[config.mk]
export PLATFORM = sky130hd
export DESIGN_NAME = mem_io_bridge_flat
export DESIGN_NICKNAME = d
export VERILOG_FILES = /design/src/rtl/mem_io_bridge_if.sv /design/src/rtl/mem_io_bridge.sv /design/src/flat_wrapper.sv
export SDC_FILE = /design/constraint.sdc
export NUM_CORES = 1
export LEC_CHECK = 0
export CAP_MARGIN = 20
export CORE_MARGIN = 10
export CORE_UTILIZATION = 45
export CTS_CLUSTER_DIAMETER = 150
export CTS_CLUSTER_SIZE = 24
export DETAILED_ROUTE_END_ITERATION = 10
export GPL_ROUTABILITY_DRIVEN = 0
export PLACE_DENSITY = 0.87
export SLEW_MARGIN = 10
export SYNTH_ARGS = -nofsm -noshare
export SYNTH_HDL_FRONTEND = slang
export SYNTH_SLANG_ARGS = --single-unit
[constraint.sdc]
create_clock -name clk -period 3.1 [get_ports clk]
set_input_delay 0.31 -clock clk [delete_from_list [all_inputs] [get_ports clk]]
set_output_delay 0.31 -clock clk [all_outputs]
set_load 0.01 [all_outputs]
[src/rtl/mem_io_bridge_if.sv]
// CPU-side, memory-side and IO-side signal bundle for mem_io_bridge.
// The bridge uses the slave modport; the CPU/memory/IO environment uses master.
interface mem_io_bridge_if #(
   parameter int DATA_W = 32,
   parameter int IO_W   = 16,
   parameter int IO_CH  = 4
);
   logic                  req_valid;
   logic                  req_we;
   logic [DATA_W-1:0]     addr_in;
   logic [DATA_W-1:0]     wdata;
   logic                  req_ready;
   logic                  rsp_valid;
   logic [DATA_W-1:0]     rdata;
   logic                  rsp_err;
   logic [DATA_W-1:0]     mem_addr;
   logic                  mem_we;
   logic [DATA_W-1:0]     mem_wdata;
   logic [DATA_W-1:0]     mem_rdata;
   logic [IO_CH-1:0]      io_cs;
   logic                  io_we;
   logic [IO_W-1:0]       io_wdata;
   logic [IO_CH*IO_W-1:0] io_rdata;

   modport slave (
      input  req_valid, req_we, addr_in, wdata, mem_rdata, io_rdata,
      output req_ready, rsp_valid, rdata, rsp_err,
             mem_addr, mem_we, mem_wdata, io_cs, io_we, io_wdata
   );

   modport master (
      output req_valid, req_we, addr_in, wdata, mem_rdata, io_rdata,
      input  req_ready, rsp_valid, rdata, rsp_err,
             mem_addr, mem_we, mem_wdata, io_cs, io_we, io_wdata
   );
endinterface

[src/rtl/mem_io_bridge.sv]
// Steers CPU loads/stores to data memory or IO_CH memory-mapped IO channels.
// Optional macro IO_RD_SEXT_EN: sign-extend IO load data (default zero-extend).
module mem_io_bridge #(
   parameter int                DATA_W    = 32,
   parameter int                IO_W      = 16,
   parameter int                IO_CH     = 4,
   parameter logic [DATA_W-1:0] IO_BASE   = 32'hFFFF_FC00,
   parameter int                CH_STRIDE = 16,
   parameter int                MEM_LAT   = 1
) (
   input logic            clk,
   input logic            rst_n,
   mem_io_bridge_if.slave bus
);
   localparam int STRIDE_SH = $clog2(CH_STRIDE);
   localparam int CNT_W     = 2;
   localparam int CH_W      = 4;

   typedef enum logic [1:0] {IDLE = 2'd0, MEM_RD = 2'd1, RESP = 2'd2} state_t;

   state_t            state_q, state_d;
   logic [CNT_W-1:0]  cnt_q, cnt_d;
   logic              we_q, we_d;
   logic              io_q, io_d;
   logic              err_q, err_d;
   logic [CH_W-1:0]   ch_q, ch_d;
   logic [DATA_W-1:0] rdata_q, rdata_d;
   logic [DATA_W-1:0] mem_addr_q, mem_addr_d;
   logic [DATA_W-1:0] mem_wdata_q, mem_wdata_d;
   logic              mem_we_q, mem_we_d;
   logic              io_we_q, io_we_d;
   logic [IO_CH-1:0]  io_cs_q, io_cs_d;
   logic [IO_W-1:0]   io_wdata_q, io_wdata_d;

   logic              is_io, mapped, accept, capture;
   logic [DATA_W-1:0] io_off, ch_full;
   logic [CH_W-1:0]   ch_sel;
   logic [IO_W-1:0]   io_word;

   function automatic logic [DATA_W-1:0] io_extend(input logic [IO_W-1:0] v);
`ifdef IO_RD_SEXT_EN
      return {{(DATA_W-IO_W){v[IO_W-1]}}, v};
`else
      return {{(DATA_W-IO_W){1'b0}}, v};
`endif
   endfunction

   always_comb begin
      is_io   = bus.addr_in >= IO_BASE;
      io_off  = bus.addr_in - IO_BASE;
      ch_full = io_off >> STRIDE_SH;
      mapped  = ch_full < DATA_W'(IO_CH);
      ch_sel  = ch_full[CH_W-1:0];
      accept  = bus.req_valid && (state_q == IDLE);
      capture = (state_q == MEM_RD) && (cnt_q == '0) && !we_q;
   end

   always_comb begin
      io_word = '0;
      for (int c = 0; c < IO_CH; c++)
         if (ch_q == CH_W'(c)) io_word = bus.io_rdata[c*IO_W +: IO_W];
   end

   // Every mapped access spends at least one cycle in MEM_RD carrying its strobe;
   // only unmapped IO skips straight to the response.
   always_comb begin
      state_d = state_q;
      unique case (state_q)
         IDLE:    if (accept) state_d = (is_io && !mapped) ? RESP : MEM_RD;
         MEM_RD:  if (cnt_q == '0) state_d = RESP;
         RESP:    state_d = IDLE;
         default: state_d = IDLE;
      endcase
   end

   always_comb begin
      cnt_d       = cnt_q;
      we_d        = we_q;
      io_d        = io_q;
      err_d       = err_q;
      ch_d        = ch_q;
      rdata_d     = rdata_q;
      mem_addr_d  = mem_addr_q;
      mem_wdata_d = mem_wdata_q;
      io_wdata_d  = io_wdata_q;
      mem_we_d    = 1'b0;
      io_we_d     = 1'b0;
      io_cs_d     = '0;
      if (accept) begin
         we_d  = bus.req_we;
         io_d  = is_io;
         ch_d  = ch_sel;
         err_d = is_io && !mapped;
         cnt_d = (!is_io && !bus.req_we) ? CNT_W'(MEM_LAT-1) : '0;
         if (!is_io) begin
            mem_addr_d = bus.addr_in;
            if (bus.req_we) begin
               mem_we_d    = 1'b1;
               mem_wdata_d = bus.wdata;
            end
         end else if (mapped) begin
            io_cs_d = IO_CH'(1) << ch_sel;
            if (bus.req_we) begin
               io_we_d    = 1'b1;
               io_wdata_d = bus.wdata[IO_W-1:0];
            end
         end else if (!bus.req_we) begin
            rdata_d = '0;
         end
      end else if ((state_q == MEM_RD) && (cnt_q != '0)) begin
         cnt_d = cnt_q - 1'b1;
      end
      if (capture) rdata_d = io_q ? io_extend(io_word) : bus.mem_rdata;
   end

   always_ff @(posedge clk or negedge rst_n) begin
      if (!rst_n) begin
         state_q     <= IDLE;
         cnt_q       <= '0;
         we_q        <= 1'b0;
         io_q        <= 1'b0;
         err_q       <= 1'b0;
         ch_q        <= '0;
         rdata_q     <= '0;
         mem_addr_q  <= '0;
         mem_wdata_q <= '0;
         mem_we_q    <= 1'b0;
         io_we_q     <= 1'b0;
         io_cs_q     <= '0;
         io_wdata_q  <= '0;
      end else begin
         state_q     <= state_d;
         cnt_q       <= cnt_d;
         we_q        <= we_d;
         io_q        <= io_d;
         err_q       <= err_d;
         ch_q        <= ch_d;
         rdata_q     <= rdata_d;
         mem_addr_q  <= mem_addr_d;
         mem_wdata_q <= mem_wdata_d;
         mem_we_q    <= mem_we_d;
         io_we_q     <= io_we_d;
         io_cs_q     <= io_cs_d;
         io_wdata_q  <= io_wdata_d;
      end
   end

   always_comb begin
      bus.req_ready = (state_q == IDLE);
      bus.rsp_valid = (state_q == RESP);
      bus.rsp_err   = (state_q == RESP) && err_q;
      bus.rdata     = rdata_q;
      bus.mem_addr  = mem_addr_q;
      bus.mem_we    = mem_we_q;
      bus.mem_wdata = mem_wdata_q;
      bus.io_cs     = io_cs_q;
      bus.io_we     = io_we_q;
      bus.io_wdata  = io_wdata_q;
   end
endmodule
[src/flat_wrapper.sv]
// flat-port wrapper written by rule: the top's interface ports become plain ports
module mem_io_bridge_flat 
#(
   parameter int                DATA_W    = 32,
   parameter int                IO_W      = 16,
   parameter int                IO_CH     = 4,
   parameter logic [DATA_W-1:0] IO_BASE   = 32'hFFFF_FC00,
   parameter int                CH_STRIDE = 16,
   parameter int                MEM_LAT   = 1
)
  (clk, rst_n, bus_req_valid, bus_req_we, bus_addr_in, bus_wdata, bus_mem_rdata, bus_io_rdata, bus_req_ready, bus_rsp_valid, bus_rdata, bus_rsp_err, bus_mem_addr, bus_mem_we, bus_mem_wdata, bus_io_cs, bus_io_we, bus_io_wdata);
  mem_io_bridge_if #(.DATA_W(DATA_W), .IO_W(IO_W), .IO_CH(IO_CH)) bus_i ();
  input logic clk;
  input logic rst_n;
  input wire logic [$bits(bus_i.req_valid)-1:0] bus_req_valid;
  input wire logic [$bits(bus_i.req_we)-1:0] bus_req_we;
  input wire logic [$bits(bus_i.addr_in)-1:0] bus_addr_in;
  input wire logic [$bits(bus_i.wdata)-1:0] bus_wdata;
  input wire logic [$bits(bus_i.mem_rdata)-1:0] bus_mem_rdata;
  input wire logic [$bits(bus_i.io_rdata)-1:0] bus_io_rdata;
  output wire logic [$bits(bus_i.req_ready)-1:0] bus_req_ready;
  output wire logic [$bits(bus_i.rsp_valid)-1:0] bus_rsp_valid;
  output wire logic [$bits(bus_i.rdata)-1:0] bus_rdata;
  output wire logic [$bits(bus_i.rsp_err)-1:0] bus_rsp_err;
  output wire logic [$bits(bus_i.mem_addr)-1:0] bus_mem_addr;
  output wire logic [$bits(bus_i.mem_we)-1:0] bus_mem_we;
  output wire logic [$bits(bus_i.mem_wdata)-1:0] bus_mem_wdata;
  output wire logic [$bits(bus_i.io_cs)-1:0] bus_io_cs;
  output wire logic [$bits(bus_i.io_we)-1:0] bus_io_we;
  output wire logic [$bits(bus_i.io_wdata)-1:0] bus_io_wdata;
  assign bus_i.req_valid = bus_req_valid;
  assign bus_i.req_we = bus_req_we;
  assign bus_i.addr_in = bus_addr_in;
  assign bus_i.wdata = bus_wdata;
  assign bus_i.mem_rdata = bus_mem_rdata;
  assign bus_i.io_rdata = bus_io_rdata;
  assign bus_req_ready = bus_i.req_ready;
  assign bus_rsp_valid = bus_i.rsp_valid;
  assign bus_rdata = bus_i.rdata;
  assign bus_rsp_err = bus_i.rsp_err;
  assign bus_mem_addr = bus_i.mem_addr;
  assign bus_mem_we = bus_i.mem_we;
  assign bus_mem_wdata = bus_i.mem_wdata;
  assign bus_io_cs = bus_i.io_cs;
  assign bus_io_we = bus_i.io_we;
  assign bus_io_wdata = bus_i.io_wdata;
  mem_io_bridge #(.DATA_W(DATA_W), .IO_W(IO_W), .IO_CH(IO_CH), .IO_BASE(IO_BASE), .CH_STRIDE(CH_STRIDE), .MEM_LAT(MEM_LAT)) u_core (.clk(clk), .rst_n(rst_n), .bus(bus_i));
endmodule
==> summary.txt <==
Worst setup path
  • Cell family with most CP delay: compound AO/OA/AOI/OAI gates
  • Worst r2r src: u_core.cnt_q[0]
  • CP endpoint kind: flip-flop
  • CP cell instances: clkdlybuf4s50_1 > or4_4 > a2111oi_4 > o211ai_1 > a2111oi_0 > o2111ai_1 > nor3_1
  • Critical path buffers and inverters: 1
  • Crit-path max cell delay: 590 ps
  • Worst Setup SP: bus_addr_in[7]
  • CP Max Fanout: 4
  • Critical path class: input pin to flip-flop
  • Crit-path slowest cell: or4_4
  • Critical path arrival: slightly below 3000 ps
  • CP startpoint kind: input pin
  • WP data required: between 3000 and 4000 ps

Timing
  • Final setup TNS: 0 ps
  • Maximum clock rate: 377 MHz
  • Actual slew at the worst max-slew pin: 997 ps
  • Fin worst setup slack: 445 ps
  • Fin. Hold Viols: 0
  • Skew final: 12.3 ps
  • Period utilization: 0.857
  • Worst slew margin: 0.333
  • Fin. max-slew vios: 0
  • Clock period minus worst slack: 2660 ps
  • Count of final setup violators: 0
  • RSZ-0062 raised after global routing: false

Floorplanning
  • Row count: 42
  • Die height: 136 um
  • Core box area: 0.0132 mm2
  • Die area: 0.0185 mm2
  • Die width: roughly 140 um
  • Num ports: 285
  • Starting density of the core: 0.458

Cells and area
  • Layout area overhead: 60.4%
  • Finished Layout Cells: 973
  • Most frequent cells in the layout: clkdlybuf4s50_1, dfrtp_1, a21oi_1, mux2_2, nor2_1
  • Layout cell share with drive strength beyond 1: 0.188
  • Layout filler cell count: 883
  • Multi-input gate area: 0.00266 mm2
  • Most common cell after layout, fill and taps aside: clkdlybuf4s50_1
  • Register area: 0.00323 mm2
  • Final instance area: roughly 0.0097 mm2
  • Final nets: 950

Clock network
  • CTS root buffer: clkbuf_16
  • Clock-pin slew of the registers on the worst-case setup and hold paths: 50 ps
  • Clk_lat worst skew: 410 ps
  • CTS tree: built
  • H-tree levels: 4
  • Post_cts resized: 0
  • TritonCTS Sinks: 129
  • Clock Path Buffers: 2
  • TritonCTS buffer count: 17

Drt
  • DR pass1 iterations: 4
  • Overall routed net length: 21,200 um
  • DR vias: 5,264
  • DRT iter0 DRCs: 309
  • Drt wl/cell: 21.8 um
  • Routed Antenna Nets: 0
  • Post-route DRC: 0
  • Via density: 5.41

Yosys
  • Asr flop ratio synth: 1.00
  • Synth Register Bits: 129
  • Library cells used by synthesis: 46
  • Post-synth EDFFs: 0
  • Synth Instances: 499
  • Syn avg cell area: around 12 um2
  • Post-Syn Area: roughly 0.0060 mm2
  • Synth warn: 0
  • Seq/Total Area, Yosys: 0.534
  • Synth Flop Type: dfrtp_1
  • Synth Net Count: 664

Placed design
  • Placed Area: 0.00911 mm2
  • Dpl cells: 940
  • Setup slack at placement: 103 ps
  • Post-DP HPWL: 16,500 um
  • # port buffers: 284

Pwr
  • Combinational power share: 0.342
  • Cell Pwr Density: approximately 670 mW/mm2
  • Register share of total power: 0.370
  • Clock network fraction of total power: 0.289
  • Net Sw Frac: 0.281
  • NetSw: 1.83 mW
  • Peak VDD IR: ~0.00043 V
  • Lkg Pwr: 3.96 nW
  • Cell-internal power: between 4 and 5 mW

Hold path
  • Worst hold path type: flip-flop to flip-flop
  • Min-delay src: u_core.we_q

Global routing
  • First-pass GRT wire length: 32,800 um
  • Grt ovf: 0
  • Largest net degree at the start of global routing: 78
  • Initial antenna violation count: 1
  • All-layer global routing usage: 0.227
  • Via count of the first global-routing pass: 5,763

Outcome
  • Outcome: complete, no violations

Job
  • MaxCap Viol Count: 0
-- Yosys cell counts, types with 2 or more instances --
library cell / count / area, um2
o22a_1: 2 / 17.5
o21ai_0: 6 / 30.0
o2111ai_1: 3 / 26.3
nor3b_1: 20 / 150
nand4_1: 7 / 43.8
nand2_1: 20 / 75.1
a22o_1: 3 / 26.3
nor2b_1: 17 / 106
mux4_2: 16 / 360
nand2b_1: 2 / 12.5
and2_1: 7 / 43.8
and3_1: 4 / 25.0
nand3_1: 3 / 15.0
a2111oi_4: 2 / 55.1
buf_2: 5 / 25.0
nor3_1: 9 / 45.0
dfrtp_1: 129 / 3230
o211ai_1: 3 / 22.5
clkbuf_1: 24 / 90.1
inv_1: 6 / 22.5
a21oi_1: 82 / 410
and2b_2: 2 / 17.5
mux2_2: 80 / 901
nor2_1: 25 / 93.8
-- power by group through the flow --
stage                     Combinational [mW]  Clock (mW)  Sequential, mW
after floorplan                        0.686           0            2.58
after global placement                  2.20           0            2.40
after detailed placement                2.25           0            2.44
after CTS                               2.26        1.92            2.41
after global routing                    2.38        1.99            2.47
final                                   2.23        1.88            2.41
-- per-stage QoR --
step | total power [mW] | hold slack [ps] | utilization
6_report | 6.52 | 476 | 0.735
5_1_grt | 6.84 | 499 | 0.735
4_1_cts | 6.59 | 489 | 0.733
3_5_place_dp | 4.68 | 391 | 0.691
3_3_place_gp | 4.60 | 371 | 0.691
2_1_floorplan | 3.27 | 14.4 | -
-- flip-flops by register name, summed over array words and instances (netlist names), 2 cells and up --
name	count
u_core.bus.mem_addr	32
u_core.bus.io_wdata	16
u_core.state_q	2
u_core.ch_q	4
u_core.bus.rdata	32
u_core.bus.mem_wdata	32
u_core.cnt_q	2
u_core.bus.io_cs	4
-- per-layer routing --
| metal | wire [um] | vias to the layer above | track usage |
|---|---|---|---|
| li1 | - | 2401 | - |
| met1 | 7600 | 2623 | 0.239 |
| met2 | 11400 | 213 | 0.420 |
| met3 | 1740 | 27 | 0.0760 |
| met4 | 465 | 0 | 0.0663 |
| met5 | 0 | - | 0 |
-- worst min-delay path, cell delays in order, from the launching register on --
cell	delay (ps)
dfrtp_1	330
nand2_1	50
nand2_1	60
-- cells by family (layout without fill, tap and decap cells) --
logic type | after synthesis | in the layout | synth area share
flops | 129 | 129 | 0.534
simple gates | 124 | 124 | 0.115
compound gates | 109 | 109 | 0.109
mux | 97 | 97 | 0.210
buf+inv | 38 | 335 | 0.0288
fa+ha+maj | 1 | 1 | 0.00207
xor+xnor | 1 | 1 | 0.00145
other cells | 0 | 1 | 0
-- repair_timing --
| action | CTS | global route |
|---|---|---|
| setup buffers | 0 | 0 |
| endpoints found under the hold margin | 52 | 0 |
| hold buffers | 1 | 0 |
-- worst paths after layout --
| check | slack, ps | to | cells after the start |
|---|---|---|---|
| max | 440 | u_core.bus.io_cs[0] | 7 |
| min | 480 | u_core.we_q | 2 |
| max reg2reg | 1070 | u_core.bus.rdata[28] | 8 |
| min reg2reg | 480 | u_core.we_q | 2 |
| max in group asynchronous | 1750 | u_core.we_q | 3 |
| min in group asynchronous | 490 | u_core.bus.mem_wdata[24] | 2 |
-- cell type report --
class / instances / share of cell area
flip-flops and latches: 129 / 0.333
clock inverters: 7 / 0.00878
diodes: 1 / 0.000258
multi-input cells: 332 / 0.275
inverters: 6 / 0.00232
well taps: 176 / 0.0227
repair buffers: 299 / 0.310
clock buffers: 23 / 0.0483
Power figures use the tool's default switching activity.
